[config.mk]
export PLATFORM = sky130hd
export DESIGN_NAME = imm_gen_pipe
export DESIGN_NICKNAME = d
export VERILOG_FILES = /design/src/rtl/imm_gen_pipe.sv
export SDC_FILE = /design/constraint.sdc
export NUM_CORES = 1
export LEC_CHECK = 0
export ABC_AREA = 1
export CORE_MARGIN = 4
export CORE_UTILIZATION = 23
export DETAILED_ROUTE_END_ITERATION = 12
export REMOVE_ABC_BUFFERS = 1
export SYNTH_ARGS = -nofsm -noshare
export SYNTH_HDL_FRONTEND = slang
export SYNTH_SLANG_ARGS = --single-unit
export TNS_END_PERCENT = 100
[constraint.sdc]
create_clock -name clk_i -period 1.95 [get_ports clk_i]
set_clock_uncertainty 0.15 [all_clocks]
set_input_delay 0.39 -clock clk_i [delete_from_list [all_inputs] [get_ports clk_i]]
set_output_delay 0.39 -clock clk_i [all_outputs]
set_load 0.02 [all_outputs]
[src/rtl/imm_gen_pipe.sv]
// Two-stage RV32I immediate generator with valid/ready flow control, flush and an illegal-opcode counter.
// Optional macro IMM_GEN_UJ_EN enables U/UJ decoding; otherwise those opcodes decode as illegal.
module imm_gen_pipe #(
  parameter int unsigned XLEN    = 32,
  parameter int unsigned BR_HALF = 1,
  parameter int unsigned CNT_W   = 16
) (
  input  logic             clk_i,
  input  logic             rst_i,
  input  logic             flush_i,
  input  logic             in_valid_i,
  output logic             in_ready_o,
  input  logic [31:0]      instr_i,
  output logic             out_valid_o,
  input  logic             out_ready_i,
  output logic [XLEN-1:0]  imm_o,
  output logic [2:0]       fmt_o,
  output logic             illegal_o,
  output logic [CNT_W-1:0] illegal_cnt_o
);

  localparam logic [2:0] FMT_R   = 3'd0;
  localparam logic [2:0] FMT_I   = 3'd1;
  localparam logic [2:0] FMT_S   = 3'd2;
  localparam logic [2:0] FMT_SB  = 3'd3;
`ifdef IMM_GEN_UJ_EN
  localparam logic [2:0] FMT_U   = 3'd4;
  localparam logic [2:0] FMT_UJ  = 3'd5;
`endif
  localparam logic [2:0] FMT_ILL = 3'd7;

  logic [31:0]      a_instr;
  logic             a_valid;
  logic [XLEN-1:0]  b_imm;
  logic [2:0]       b_fmt;
  logic             b_illegal;
  logic             b_valid;
  logic [CNT_W-1:0] cnt;

  logic [31:0]      dec_raw;
  logic [XLEN-1:0]  dec_imm;
  logic [2:0]       dec_fmt;
  logic             dec_illegal;

  logic out_xfer, in_xfer, b_adv;

  assign out_xfer   = b_valid && out_ready_i;
  assign b_adv      = !b_valid || out_ready_i;
  assign in_ready_o = !flush_i && (!a_valid || b_adv);
  assign in_xfer    = in_valid_i && in_ready_o;

  // Every format fits in 32 bits sign-extended; widen to XLEN by signed cast.
  always_comb begin
    dec_raw     = '0;
    dec_fmt     = FMT_ILL;
    dec_illegal = 1'b1;
    case (a_instr[6:0])
      7'b0110011: begin
        dec_fmt     = FMT_R;
        dec_illegal = 1'b0;
      end
      7'b0010011, 7'b0000011: begin
        dec_raw     = {{20{a_instr[31]}}, a_instr[31:20]};
        dec_fmt     = FMT_I;
        dec_illegal = 1'b0;
      end
      7'b0100011: begin
        dec_raw     = {{20{a_instr[31]}}, a_instr[31:25], a_instr[11:7]};
        dec_fmt     = FMT_S;
        dec_illegal = 1'b0;
      end
      7'b1100011: begin
        if (BR_HALF != 0)
          dec_raw = {{20{a_instr[31]}}, a_instr[31], a_instr[7], a_instr[30:25], a_instr[11:8]};
        else
          dec_raw = {{19{a_instr[31]}}, a_instr[31], a_instr[7], a_instr[30:25], a_instr[11:8], 1'b0};
        dec_fmt     = FMT_SB;
        dec_illegal = 1'b0;
      end
`ifdef IMM_GEN_UJ_EN
      7'b0110111, 7'b0010111: begin
        dec_raw     = {a_instr[31:12], 12'b0};
        dec_fmt     = FMT_U;
        dec_illegal = 1'b0;
      end
      7'b1101111: begin
        if (BR_HALF != 0)
          dec_raw = {{12{a_instr[31]}}, a_instr[31], a_instr[19:12], a_instr[20], a_instr[30:21]};
        else
          dec_raw = {{11{a_instr[31]}}, a_instr[31], a_instr[19:12], a_instr[20], a_instr[30:21], 1'b0};
        dec_fmt     = FMT_UJ;
        dec_illegal = 1'b0;
      end
`endif
      default: ;
    endcase
    dec_imm = XLEN'($signed(dec_raw));
  end

`ifndef IMM_GEN_UJ_EN
  // Bits only U/UJ extraction would read.
  logic unused_uj_bits;
  assign unused_uj_bits = ^a_instr[19:12];
`endif

  // Pipeline registers and saturating counter; a transfer in a flush cycle still counts.
  always_ff @(posedge clk_i or posedge rst_i) begin
    if (rst_i) begin
      a_instr   <= '0;
      a_valid   <= 1'b0;
      b_imm     <= '0;
      b_fmt     <= '0;
      b_illegal <= 1'b0;
      b_valid   <= 1'b0;
      cnt       <= '0;
    end else begin
      if (out_xfer && b_illegal && (cnt != {CNT_W{1'b1}}))
        cnt <= cnt + CNT_W'(1);
      if (flush_i) begin
        a_valid <= 1'b0;
        b_valid <= 1'b0;
      end else begin
        if (b_adv) begin
          b_valid <= a_valid;
          if (a_valid) begin
            b_imm     <= dec_imm;
            b_fmt     <= dec_fmt;
            b_illegal <= dec_illegal;
          end
        end
        if (in_xfer) begin
          a_valid <= 1'b1;
          a_instr <= instr_i;
        end else if (b_adv) begin
          a_valid <= 1'b0;
        end
      end
    end
  end

  assign out_valid_o   = b_valid;
  assign imm_o         = b_imm;
  assign fmt_o         = b_fmt;
  assign illegal_o     = b_illegal;
  assign illegal_cnt_o = cnt;

endmodule

# Word-level counts from Yosys, hierarchy flattened
# Index checks and enable logic that the tools add are counted.
# word_totals
regBits,86
latchBits,0
ramBits,0
romBits,0
input_bits,37
out_inout_bits,54
elab_cells,39
memories,0
# classes
addsub,1
multipliers,0
n_div,0
n_lt_le_gt_ge,0
eq_ne,6
shifts,0
n_mux,8
bitwise_logic,1
n_reduce_logical,16
# ops
op,count
one-hot mux 32 bit (3 select lines),1
adder 16 x 1 -> 16 bit (second input constant),1
!= test 16 bit (second input constant),1
== test 7 x 6 -> 1 bit (second input constant),2
one-hot mux 3 bit (4 select lines),1
== test 7 x 2 -> 1 bit (second input constant),1
== test 7 x 5 -> 1 bit (second input constant),1
== test 7 bit (second input constant),1
2-to-1 mux 1 bit,6
logical AND 1 bit,5
OR reduction 5 bit,1
logical NOT 1 bit,3
AND reduction 3 bit,1
nonzero test 3 bit,1
logical OR 1 bit,2
AND reduction 2 bit,1
nonzero test 2 bit,1
OR reduction 2 bit,1
NOT 1 bit,1

# Depth between registers and ports, before layout
# Gate-level depths: netlist (run 1).
# depth
depth_word,7
mapped_depth,9
depth_no_buf,9

# Least setup slack after synthesis (run 1)
# OpenSTA, ideal clock, no wires.
# synth_timing
kind,reg-to-reg
from,register cnt[1] (netlist: illegal_cnt_o[1])
to,register cnt[10] (netlist: illegal_cnt_o[10])
setup_time_ps,117
t_arrival_ps,1511
required_ps,1683
path_slack_ps,172
path_stages_with_launch,10
path_buffers,1
synth_period_minus_slack_ps,1778
cell_sequence,dfrtp_1 -> ha_1 -> nand3_2 -> clkinv_1 -> nand2_4 -> o21ai_4 -> inv_2 -> buf_6 -> nand2_1 -> nand2_1
# synth_via
elab_chain_len,2
elab_cells_between_ends,3
cone_classes,add/sub (1); eq/ne (1); reduce/logical (1)
# synth_rtl
item,line,source
start: declaration,38,logic [CNT_W-1:0] cnt;
start signal: assignment,118,cnt <= cnt + CNT_W'(1);
branches (longest 2 deep; another with adder 16 x 1 -> 16 bit),--,
# Several ways; the timed one is not identified.
# A chain may end at the register's enable or synchronous reset.

# Final worst setup path (run 1)
# layout_timing
from,register b_fmt[0] (netlist: fmt_o[0])
to,output fmt_o[0]
# layout_rtl
item,line,source
start: declaration,35,logic [2:0] b_fmt;
start signal: assignment,127,b_fmt <= dec_fmt;
end: declaration,17,"output logic [2:0] fmt_o,"
# No word-level cell between the ends.

==> impl_summary.txt, run 1 <==
----------------------------------------------------
[Yosys]
  Gate Count Post-Synth ... ~410
  Primary flip-flop cell chosen by synthesis mapping ... dfrtp_1
  Synth Area per Inst ... around 7.6 um^2
  Leading post-synthesis cells by instance count ... 151 x nand2_1, 58 x dfrtp_1, 58 x nand3_1
  Sequential area share after synthesis ... 0.4689
  Number of library cell types mapped by synthesis ... 26
  Yosys warns ... 0
  Share of the synthesized area in the top cell type ... 0.4689
  Share of synthesized registers carrying an async set or reset ... 1.000
  Most frequently used cell type in the post-synthesis netlist ... nand2_1
  Synthesized flop and latch total ... just under 60
  Largest area contributor in the netlist ... dfrtp_1
  Number of enable flip-flop cells after synthesis ... 0
  Mapped cell area ... approximately 3100 um^2
  Largest cells by area after synthesis ... dfrtp_1 47%, nand2_1 18%, nand3_1 9.4%

[Floorplan]
  Floorplan die height ... between 100 and 150 um
  I/O pin total ... 91
  Total Die Area ... approximately 15,000 um^2
  Initial core utilization ... 0.2347
  Area inside the core boundary ... around 13,000 um^2
  Die Width ... roughly 120 um
  Standard-cell rows ... 42

[Timing]
  Slew @ Worst Pin ... 0.3811 ns
  Fin Setup TNS ... 0 ns
  Max-slew headroom ... 0.7457
  Final worst-path cycle share ... 0.9627
  Count of endpoints failing setup in the final report ... 0
  Pins over their slew limit ... 0
  Final critical path time including I/O delays and setup ... roughly 1.9 ns
  Post-layout worst setup margin ... roughly 0.073 ns
  RSZ-0062 raised after global routing ... no
  Maximum clock frequency ... ~530 MHz
  Hold Vio Cnt, Final ... 0

[Detailed routing]
  Number of vias after detailed routing ... around 2.8k
  Post-DRT Antenna Nets ... 0
  DR iter-0 viols ... about 220
  Via-per-instance ratio ... about 4.2
  Pre-antenna DRT Iters ... 4
  Remaining design rule violation count ... 0
  Average detailed-routed wire length per instance ... between 10 and 15 um
  DRT Wirelength ... between 7000 and 8000 um

[Global routing]
  GRT Residual Overflow ... 0
  Maximum number of pins on one net before global-route repair ... between 40 and 50
  Antenna violations before repair ... 0
  All-Layer GR Usage ... 0.1107
  Wire length of the first global-routing pass ... 13,320 um
  Via count of the first global-routing pass ... 2,735

[Power and ir drop]
  Power per cell area ... 845.0 nW/um^2
  Comb power frac ... 0.133
  Net switching fraction of the power ... 0.2465
  Highest ir drop seen on vdd ... about 0.00045 V
  Internal power ... between 2000 and 3000 uW
  Fraction of power consumed by sequential logic ... 0.377
  Share of total power in the clock network ... 0.490
  Static power due to leakage ... between 0.002 and 0.0025 uW
  Net switching power ... around 920 uW
  Total power ... between 3000 and 4000 uW

[Critical path]
  Buffer and inverter count on the worst path ... 1
  Data arrival time of the critical path ... around 1.3 ns
  Data required, critical path ... 1.41 ns
  CP endpoint kind ... output port
  Startpoint type of the worst setup path ... register
  Crit-path leading delay family ... buffers and inverters
  CP max FO ... 2
  Internal reg-to-reg setup slack ... around 0.24 ns
  Biggest cell delay along the critical path ... about 0.62 ns
  Max stage delay cell, worst path ... clkdlybuf4s50_1
  List of cells traversed by the critical path ... clkdlybuf4s50_1
  Category of the most critical setup path ... register to output port

[CTS]
  TritonCTS buffer count ... 9
  Depth of the CTS H-tree ... 3
  CTS tree ... done
  Buffers from clock root to sink, at most ... 2
  Clock insertion delay at the later pin of the skew report ... 0.32 ns
  Cell chosen for the clock root ... clkbuf_16
  Register clock-pin slew on the reported worst setup and hold paths ... 0.06 ns
  Number of setup buffers added after CTS ... 0
  Cts-stage hold buffer count ... 0
  Clock Sink Count ... between 50 and 60

[Run]
  Max_cap viols ... 0

[Placed design]
  IO Port Bufs ... 82
  Placed Cells ... ~640
  Minimum setup slack after placement ... -0.4002 ns
  HPWL Detailed ... approximately 5900 um
  Final GP Congestion ... around 0.80

[Finish]
  Final cell count without fillers ... 659
  Antenna cell count ... 0
  Share of layout cells above drive strength 1 ... 0.09938
  Area growth from synthesis to final layout ... 42.97%
  Total Nets Final ... 516

[Run status]
  Run status ... completed

[Hold path]
  Hold/Removal Path Class ... primary input to async pin

----------------------------------------------------
flip-flops by register name, indices dropped and copies added, names as in the netlist:
name,cells
illegal_o,1
fmt_o,3
a_instr,24
out_valid_o,1
imm_o,12
a_valid,1
illegal_cnt_o,16
repair_timing:
action | CTS | global route
pin swaps | 0 | 1
setup endpoints to repair | 32 | 11
resized for setup | 36 | 8
cells in the final DEF, fill, tap and decap left out:
master and instances:
nand2_1 151, nand3_1 58, dfrtp_1 58, clkdlybuf4s50_1 44, dlygate4sd2_1 31, nor2_1 23
inv_1 18, nand4_1 17, buf_4 13, clkbuf_16 9, o21ai_0 8, xnor2_1 7
a21oi_1 6, dlymetal6s2s_1 6, buf_12 6, inv_2 5, nor2_2 3, o21a_1 3
bufinv_16 3, nand2_2 2, clkbuf_1 2, nor3_2 1, nand3_2 1, clkinv_1 1
nor2_4 1, nand2_4 1, o21ai_4 1, o31ai_1 1, ha_1 1, clkbuf_8 1
clkinv_4 1
metrics by stage:
step / cell area, um^2 / hold WS, ns / util
detailed placement: 4104 / 0.3167 / 0.3111
global placement: 4104 / 0.3057 / 0.3111
CTS: 4408 / 0.2981 / 0.3342
floorplan: 2853 / 0.2917 / -
global route: 4425 / 0.3132 / 0.3355
finish: 4425 / 0.2860 / 0.3355
path summary, 6_finish.rpt:
kind,from,end,depth (start not counted)
worst max-delay path,fmt_o[0],fmt_o[0],1
worst min-delay path,rst_i,illegal_cnt_o[6],3
worst max register to register,illegal_cnt_o[0],illegal_cnt_o[15],8
worst min register to register,a_instr[22],a_instr[22],2
max in group asynchronous,rst_i,imm_o[30],3
min in group clk_i,a_instr[22],a_instr[22],2
area by class of cell:
cell class | instances | area (um^2)
Fill cell | 1413 | 8765
Sequential cell | 58 | 1451
Multi-Input combinational cell | 285 | 1314
Timing Repair Buffer | 100 | 1005
Clock buffer | 12 | 246.5
Tap cell | 176 | 220.2
Clock inverter | 4 | 98.84
Inverter | 24 | 90.09
layer usage:
metal  vias to the layer above  global-route usage  part of all wire
li1                       1426                   -                 -
met1                      1293              0.1345              0.43
met2                        69              0.1872              0.51
met3                         5             0.03497             0.052
met4                         0             0.03422            0.0093
met5                         -                   0                 0
cell families (layout without fill, tap and decap cells):
kind of cell               after synthesis  count (layout)  synth area share
xor gates and xnor gates                 7               7           0.01981
AOI/OAI and AO/OA                       19              19           0.03759
adders and majority gates                1               1          0.004041
DFF                                     58              58            0.4689
and+or+nand+nor                        258             258            0.3622
buffers and inverters                   62             140            0.1075
power groups by stage:
stage                     Combinational [uW]  Clock, uW  Sequential, uW
after floorplan                          212          0            1460
after global placement                   506          0            1420
after detailed placement                 521          0            1430
after CTS                                512       1890            1410
after global routing                     556       1940            1420
final                                    498       1830            1410
No activity file was read; power rests on OpenSTA's default activity.
==> inputs of run 2 (changes only) <==
- CORE_ASPECT_RATIO: default -> 1.25
==> impl_summary.txt, run 2 (synthesis gave the netlist of run 1 again) <==
----------------------------------------------------
[Timing]
  Max-slew headroom ... 0.7252 (was 0.7457)
  Slew @ Worst Pin ... 0.4116 ns (was 0.3811 ns)
  Count of endpoints failing setup in the final report ... 0 (unchanged)
  Pins over their slew limit ... 0 (unchanged)
  Post-layout worst setup margin ... 0.04722 ns (was 0.07280 ns)
  RSZ-0062 raised after global routing ... no (unchanged)
  Maximum clock frequency ... 525.5 MHz (was 532.7 MHz)
  Final worst-path cycle share ... 0.9758 (was 0.9627)
  Final critical path time including I/O delays and setup ... 1.903 ns (was 1.877 ns)
  Hold Vio Cnt, Final ... 0 (unchanged)

[Finish]
  Finished layout cell area ... 4382 um^2 (was 4425 um^2)
  Most common library cell in the layout ignoring fill and taps ... nand2_1 (unchanged)
  Total Nets Final ... 523 (was 516)
  Share of layout cells above drive strength 1 ... 0.1091 (was 0.09938)
  Area growth from synthesis to final layout ... 41.55% (was 42.97%)
  Register name with the most flops ... a_instr (unchanged)
  Max reg flops ... 24 (unchanged)
  Final cell count without fillers ... 657 (was 659)
  Top library cells by usage in the layout, fill and taps aside ... 151 x nand2_1, 58 x nand3_1, 58 x dfrtp_1 (unchanged)
  Antenna cell count ... 0 (unchanged)

[Detailed routing]
  Post-DRT Antenna Nets ... 0 (unchanged)
  DR iter-0 viols ... 206 (was 217)
  Number of vias after detailed routing ... 2,802 (was 2,793)
  Via-per-instance ratio ... 4.265 (was 4.238)
  DRT Wirelength ... 7677 um (was 7975 um)
  Average detailed-routed wire length per instance ... 11.68 um (was 12.10 um)
  Pre-antenna DRT Iters ... 4 (unchanged)
  Remaining design rule violation count ... 0 (unchanged)

[CTS]
  Buffers from clock root to sink, at most ... 2 (unchanged)
  Cell chosen for the clock root ... clkbuf_16 (unchanged)
  CTS tree ... done (unchanged)
  Clock insertion delay at the later pin of the skew report ... 0.32 ns (about the same)
  Depth of the CTS H-tree ... 3 (unchanged)
  Clock Sink Count ... 58 (unchanged)
  Register clock-pin slew on the reported worst setup and hold paths ... 0.05 ns (was 0.06 ns)
  TritonCTS buffer count ... 9 (unchanged)

[Critical path]
  CP max FO ... 5 (was 2)
  Buffer and inverter count on the worst path ... 1 (unchanged)
  CP endpoint kind ... output port (unchanged)
  List of cells traversed by the critical path ... clkdlybuf4s50_1 (unchanged)
  Path length in cells of the critical path ... 1 (unchanged)
  Data required, critical path ... 1.41 ns (about the same)
  Crit-path leading delay family ... buffers and inverters (unchanged)
  Category of the most critical setup path ... register to output port (unchanged)
  Biggest cell delay along the critical path ... 0.63 ns (was 0.62 ns)
  Max stage delay cell, worst path ... clkdlybuf4s50_1 (unchanged)
  Startpoint type of the worst setup path ... register (unchanged)
  Data arrival time of the critical path ... 1.36 ns (was 1.34 ns)
  Path depth of the worst reg2reg path ... 7 (was 8)

[Global routing]
  GRT Residual Overflow ... 0 (unchanged)
  Met1 routing resource usage after global routing ... 0.1251 (was 0.1345)
  Maximum number of pins on one net before global-route repair ... 37 (was 43)
  Antenna violations before repair ... 0 (unchanged)
  Met2 layer usage reported by global route ... 0.1880 (was 0.1872)
  Met3 track utilization from global routing ... 0.02373 (was 0.03497)
  All-Layer GR Usage ... 0.1071 (was 0.1107)
  Layer carrying the most global-route usage ... met2 (unchanged)
  Via count of the first global-routing pass ... 2,811 (was 2,735)
  Wire length of the first global-routing pass ... 13,420 um (was 13,320 um)

[Floorplan]
  Floorplan die height ... 137.7 um (was 124.0 um)
  Die Width ... 111.8 um (was 124.0 um)
  Standard-cell rows ... 47 (was 42)
  I/O pin total ... 91 (unchanged)
  Total Die Area ... 15,390 um^2 (was 15,380 um^2)
  Area inside the core boundary ... 13,230 um^2 (was 13,190 um^2)
  Initial core utilization ... 0.2339 (was 0.2347)

[Run]
  Max_cap viols ... 0 (unchanged)

[Placed design]
  Final GP Congestion ... 0.8211 (was 0.8032)
  IO Port Bufs ... 82 (unchanged)
  Placed Cells ... 641 (was 643)
  Placed Instance Area ... 4108 um^2 (was 4104 um^2)
  Minimum setup slack after placement ... -0.4156 ns (was -0.4002 ns)
  HPWL Detailed ... 5875 um (was 5918 um)

[Power and ir drop]
  Static power due to leakage ... 0.002245 uW (was 0.002265 uW)
  Power per cell area ... 763.8 nW/um^2 (was 845.0 nW/um^2)
  Highest ir drop seen on vdd ... 0.0003839 V (was 0.0004481 V)

[Hold path]
  Hold/Removal Path Class ... primary input to async pin (unchanged)

[Run status]
  Run status ... completed (unchanged)

----------------------------------------------------
==> run 2: power breakdown <==
group | internal, uW | switching (uW)
combinational | 243 | 294
clock | 931 | 483
sequential | 1310 | 83.0
==> run 2: stage by stage <==
stage               utilization  hold WS (ns)  total power (uW)  setup TNS [ns]
finish                   0.3312        0.2352              3347               0
global placement         0.3104        0.3051              1953          -4.971
global route             0.3312        0.2718              3532               0
CTS                      0.3273        0.2439              3404               0
floorplan                     -        0.2917              1671          -36.11
detailed placement       0.3104        0.3108              1975          -4.966
==> run 2: final timing paths <==
check | start | end | slack (ns)
max | illegal_cnt_o[14] | illegal_cnt_o[14] | 0.05
min | rst_i | imm_o[10] | 0.24
max reg2reg | illegal_cnt_o[13] | illegal_cnt_o[15] | 0.27
min reg2reg | a_instr[21] | a_instr[21] | 0.32
max in group asynchronous | rst_i | a_instr[26] | 0.91
min in group clk_i | a_instr[21] | a_instr[21] | 0.32
==> run 2: routing by layer <==
layer | wire, um | part of all wire
met3 | 368 | 0.048
met5 | 0 | 0
met1 | 3287 | 0.43
met2 | 3912 | 0.51
met4 | 108 | 0.014
==> run 2: repair_timing <==
item | CTS | global route
setup endpoints to repair | 32 | 17
buffers inserted | 0 | 4
gates resized for setup | 35 | 9
pin swaps | 0 | 1
hold buffers | 0 | 0
==> run 2: final cells by class <==
class,instances,area [um^2]
sequential,58,1451
timing repair buffer,107,1046
inverter,24,90.09
multi-input combinational,285,1314
clock buffer,12,266.5
tap,171,214.0
fill,1421,8850
==> inputs of run 3 (changes only) <==
- CELL_PAD_IN_SITES_DETAIL_PLACEMENT: default -> 1
- CELL_PAD_IN_SITES_GLOBAL_PLACEMENT: default -> 1
- PLACE_DENSITY_LB_ADDON: default -> 0.1
- SLEW_MARGIN: default -> 30
==> impl_summary.txt, run 3 (synthesis gave the netlist of run 1 again) <==
----------------------------------------------------
[Run status]
  Run status ... completed (unchanged)

[CTS]
  Buffers from clock root to sink, at most ... 2 (unchanged)
  Clock Sink Count ... 58 (unchanged)
  Depth of the CTS H-tree ... 3 (unchanged)
  Clock insertion delay at the later pin of the skew report ... 0.32 ns (about the same)
  TritonCTS buffer count ... 9 (unchanged)
  Cell chosen for the clock root ... clkbuf_16 (unchanged)
  CTS tree ... done (unchanged)
  Cts-stage hold buffer count ... 0 (unchanged)
  Register clock-pin slew on the reported worst setup and hold paths ... 0.05 ns (about the same)

[Finish]
  Share of layout cells above drive strength 1 ... 0.1068 (was 0.1091)
  Most common library cell in the layout ignoring fill and taps ... nand2_1 (unchanged)
  Area growth from synthesis to final layout ... 40.38% (was 41.55%)
  Register name with the most flops ... a_instr (unchanged)
  Final cell utilization of the core ... 0.3284 (was 0.3312)
  Final cell count without fillers ... 658 (was 657)
  Total Nets Final ... 521 (was 523)
  Max reg flops ... 24 (unchanged)
  Top library cells by usage in the layout, fill and taps aside ... 151 x nand2_1, 58 x nand3_1, 58 x dfrtp_1 (unchanged)
  Antenna cell count ... 0 (unchanged)

[Critical path]
  CP max FO ... 5 (unchanged)
  List of cells traversed by the critical path ... clkdlybuf4s50_1 (unchanged)
  Data required, critical path ... 1.41 ns (about the same)
  Category of the most critical setup path ... register to output port (unchanged)
  Data arrival time of the critical path ... 1.36 ns (about the same)
  Buffer and inverter count on the worst path ... 1 (unchanged)
  Crit-path leading delay family ... buffers and inverters (unchanged)
  Biggest cell delay along the critical path ... 0.63 ns (about the same)
  CP endpoint kind ... output port (unchanged)
  Startpoint type of the worst setup path ... register (unchanged)
  Max stage delay cell, worst path ... clkdlybuf4s50_1 (unchanged)

[Timing]
  Max-slew headroom ... 0.7306 (was 0.7252)
  Pins over their slew limit ... 0 (unchanged)
  Maximum clock frequency ... 527.7 MHz (was 525.5 MHz)
  Post-layout worst setup margin ... 0.05481 ns (was 0.04722 ns)
  Final critical path time including I/O delays and setup ... 1.895 ns (was 1.903 ns)
  Final worst-path cycle share ... 0.9719 (was 0.9758)
  Count of endpoints failing setup in the final report ... 0 (unchanged)
  RSZ-0062 raised after global routing ... no (unchanged)
  Slew @ Worst Pin ... 0.4036 ns (was 0.4116 ns)
  Hold Vio Cnt, Final ... 0 (unchanged)

[Global routing]
  All-Layer GR Usage ... 0.1228 (was 0.1071)
  GRT Residual Overflow ... 0 (unchanged)
  Wire length of the first global-routing pass ... 14,780 um (was 13,420 um)
  Maximum number of pins on one net before global-route repair ... 40 (was 37)
  Antenna violations before repair ... 0 (unchanged)
  Via count of the first global-routing pass ... 2,883 (was 2,811)

[Placed design]
  IO Port Bufs ... 82 (unchanged)
  Placed Cells ... 643 (was 641)
  Final GP Congestion ... 0.7071 (was 0.8211)
  Minimum setup slack after placement ... -0.4436 ns (was -0.4156 ns)
  HPWL Detailed ... 6746 um (was 5875 um)

[Detailed routing]
  Average detailed-routed wire length per instance ... 13.69 um (was 11.68 um)
  Via-per-instance ratio ... 4.283 (was 4.265)
  Post-DRT Antenna Nets ... 0 (unchanged)
  DR iter-0 viols ... 103 (was 206)
  Number of vias after detailed routing ... 2,818 (was 2,802)
  DRT Wirelength ... 9007 um (was 7677 um)
  Remaining design rule violation count ... 0 (unchanged)
  Pre-antenna DRT Iters ... 4 (unchanged)

[Power and ir drop]
  Power per cell area ... 758.5 nW/um^2 (was 763.8 nW/um^2)
  Highest ir drop seen on vdd ... 0.0002843 V (was 0.0003839 V)
  Static power due to leakage ... 0.002221 uW (was 0.002245 uW)

[Floorplan]
  Die Width ... 111.8 um (unchanged)
  Standard-cell rows ... 47 (unchanged)
  Area inside the core boundary ... 13,230 um^2 (unchanged)
  I/O pin total ... 91 (unchanged)
  Initial core utilization ... 0.2339 (unchanged)
  Total Die Area ... 15,390 um^2 (unchanged)
  Floorplan die height ... 137.7 um (unchanged)

[Run]
  Max_cap viols ... 0 (unchanged)

[Hold path]
  Hold/Removal Path Class ... primary input to async pin (unchanged)

----------------------------------------------------
==> run 3: routing by layer <==
layer  global-route usage  routed length, um  vias to the layer above  part of all wire
met1               0.1362               3822                     1318              0.42
met5                    0                  0                        -                 0
met2               0.2283               4699                       47              0.52
met3              0.02504                326                       10             0.036
met4              0.05071                158                        0             0.018
li1                     -                  -                     1443                 -
==> run 3: report_power, final <==
group | leakage [uW] | total (uW) | switching, uW | internal, uW
sequential | 0.000742 | 1400 | 83.8 | 1310
combinational | 0.00135 | 535 | 301 | 234
clock | 0.000129 | 1370 | 524 | 842
==> run 3: final timing paths <==
check                                     to  slack, ns  cells after the start              start
min                        illegal_cnt_o[10]       0.29                      3              rst_i
max in group asynchronous           imm_o[8]       1.13                      3              rst_i
min in group clk_i                a_instr[0]       0.32                      2         a_instr[0]
max                        illegal_cnt_o[15]       0.05                      1  illegal_cnt_o[15]
max reg2reg                       a_instr[7]       0.31                     10        out_valid_o
min reg2reg                       a_instr[0]       0.32                      2         a_instr[0]
==> run 3: repair_timing <==
action | in CTS | in global routing
pin swaps | 0 | 1
endpoints found under the setup margin | 34 | 23
buffers inserted | 0 | 0
resized for setup | 39 | 5
==> run 3: stage by stage <==
step	power [uW]	instance area (um^2)	hold WS (ns)	TNS, ns
after detailed placement	1992	4123	0.3107	-7.977
after floorplan	1671	2853	0.2917	-36.11
final	3296	4345	0.2889	0
after CTS	3384	4332	0.3003	0
after global placement	1979	4123	0.3057	-7.747
after global routing	3499	4345	0.3212	0
==> run 3: area by class of cell <==
cell class | instances | area (um^2)
clock buffers | 11 | 232.7
clock inverters | 4 | 20.02
fillers | 1601 | 8886
inverters | 24 | 90.09
multi-input cells | 285 | 1314
flip-flops and latches | 58 | 1451
well taps | 171 | 214.0
repair buffers | 105 | 1023
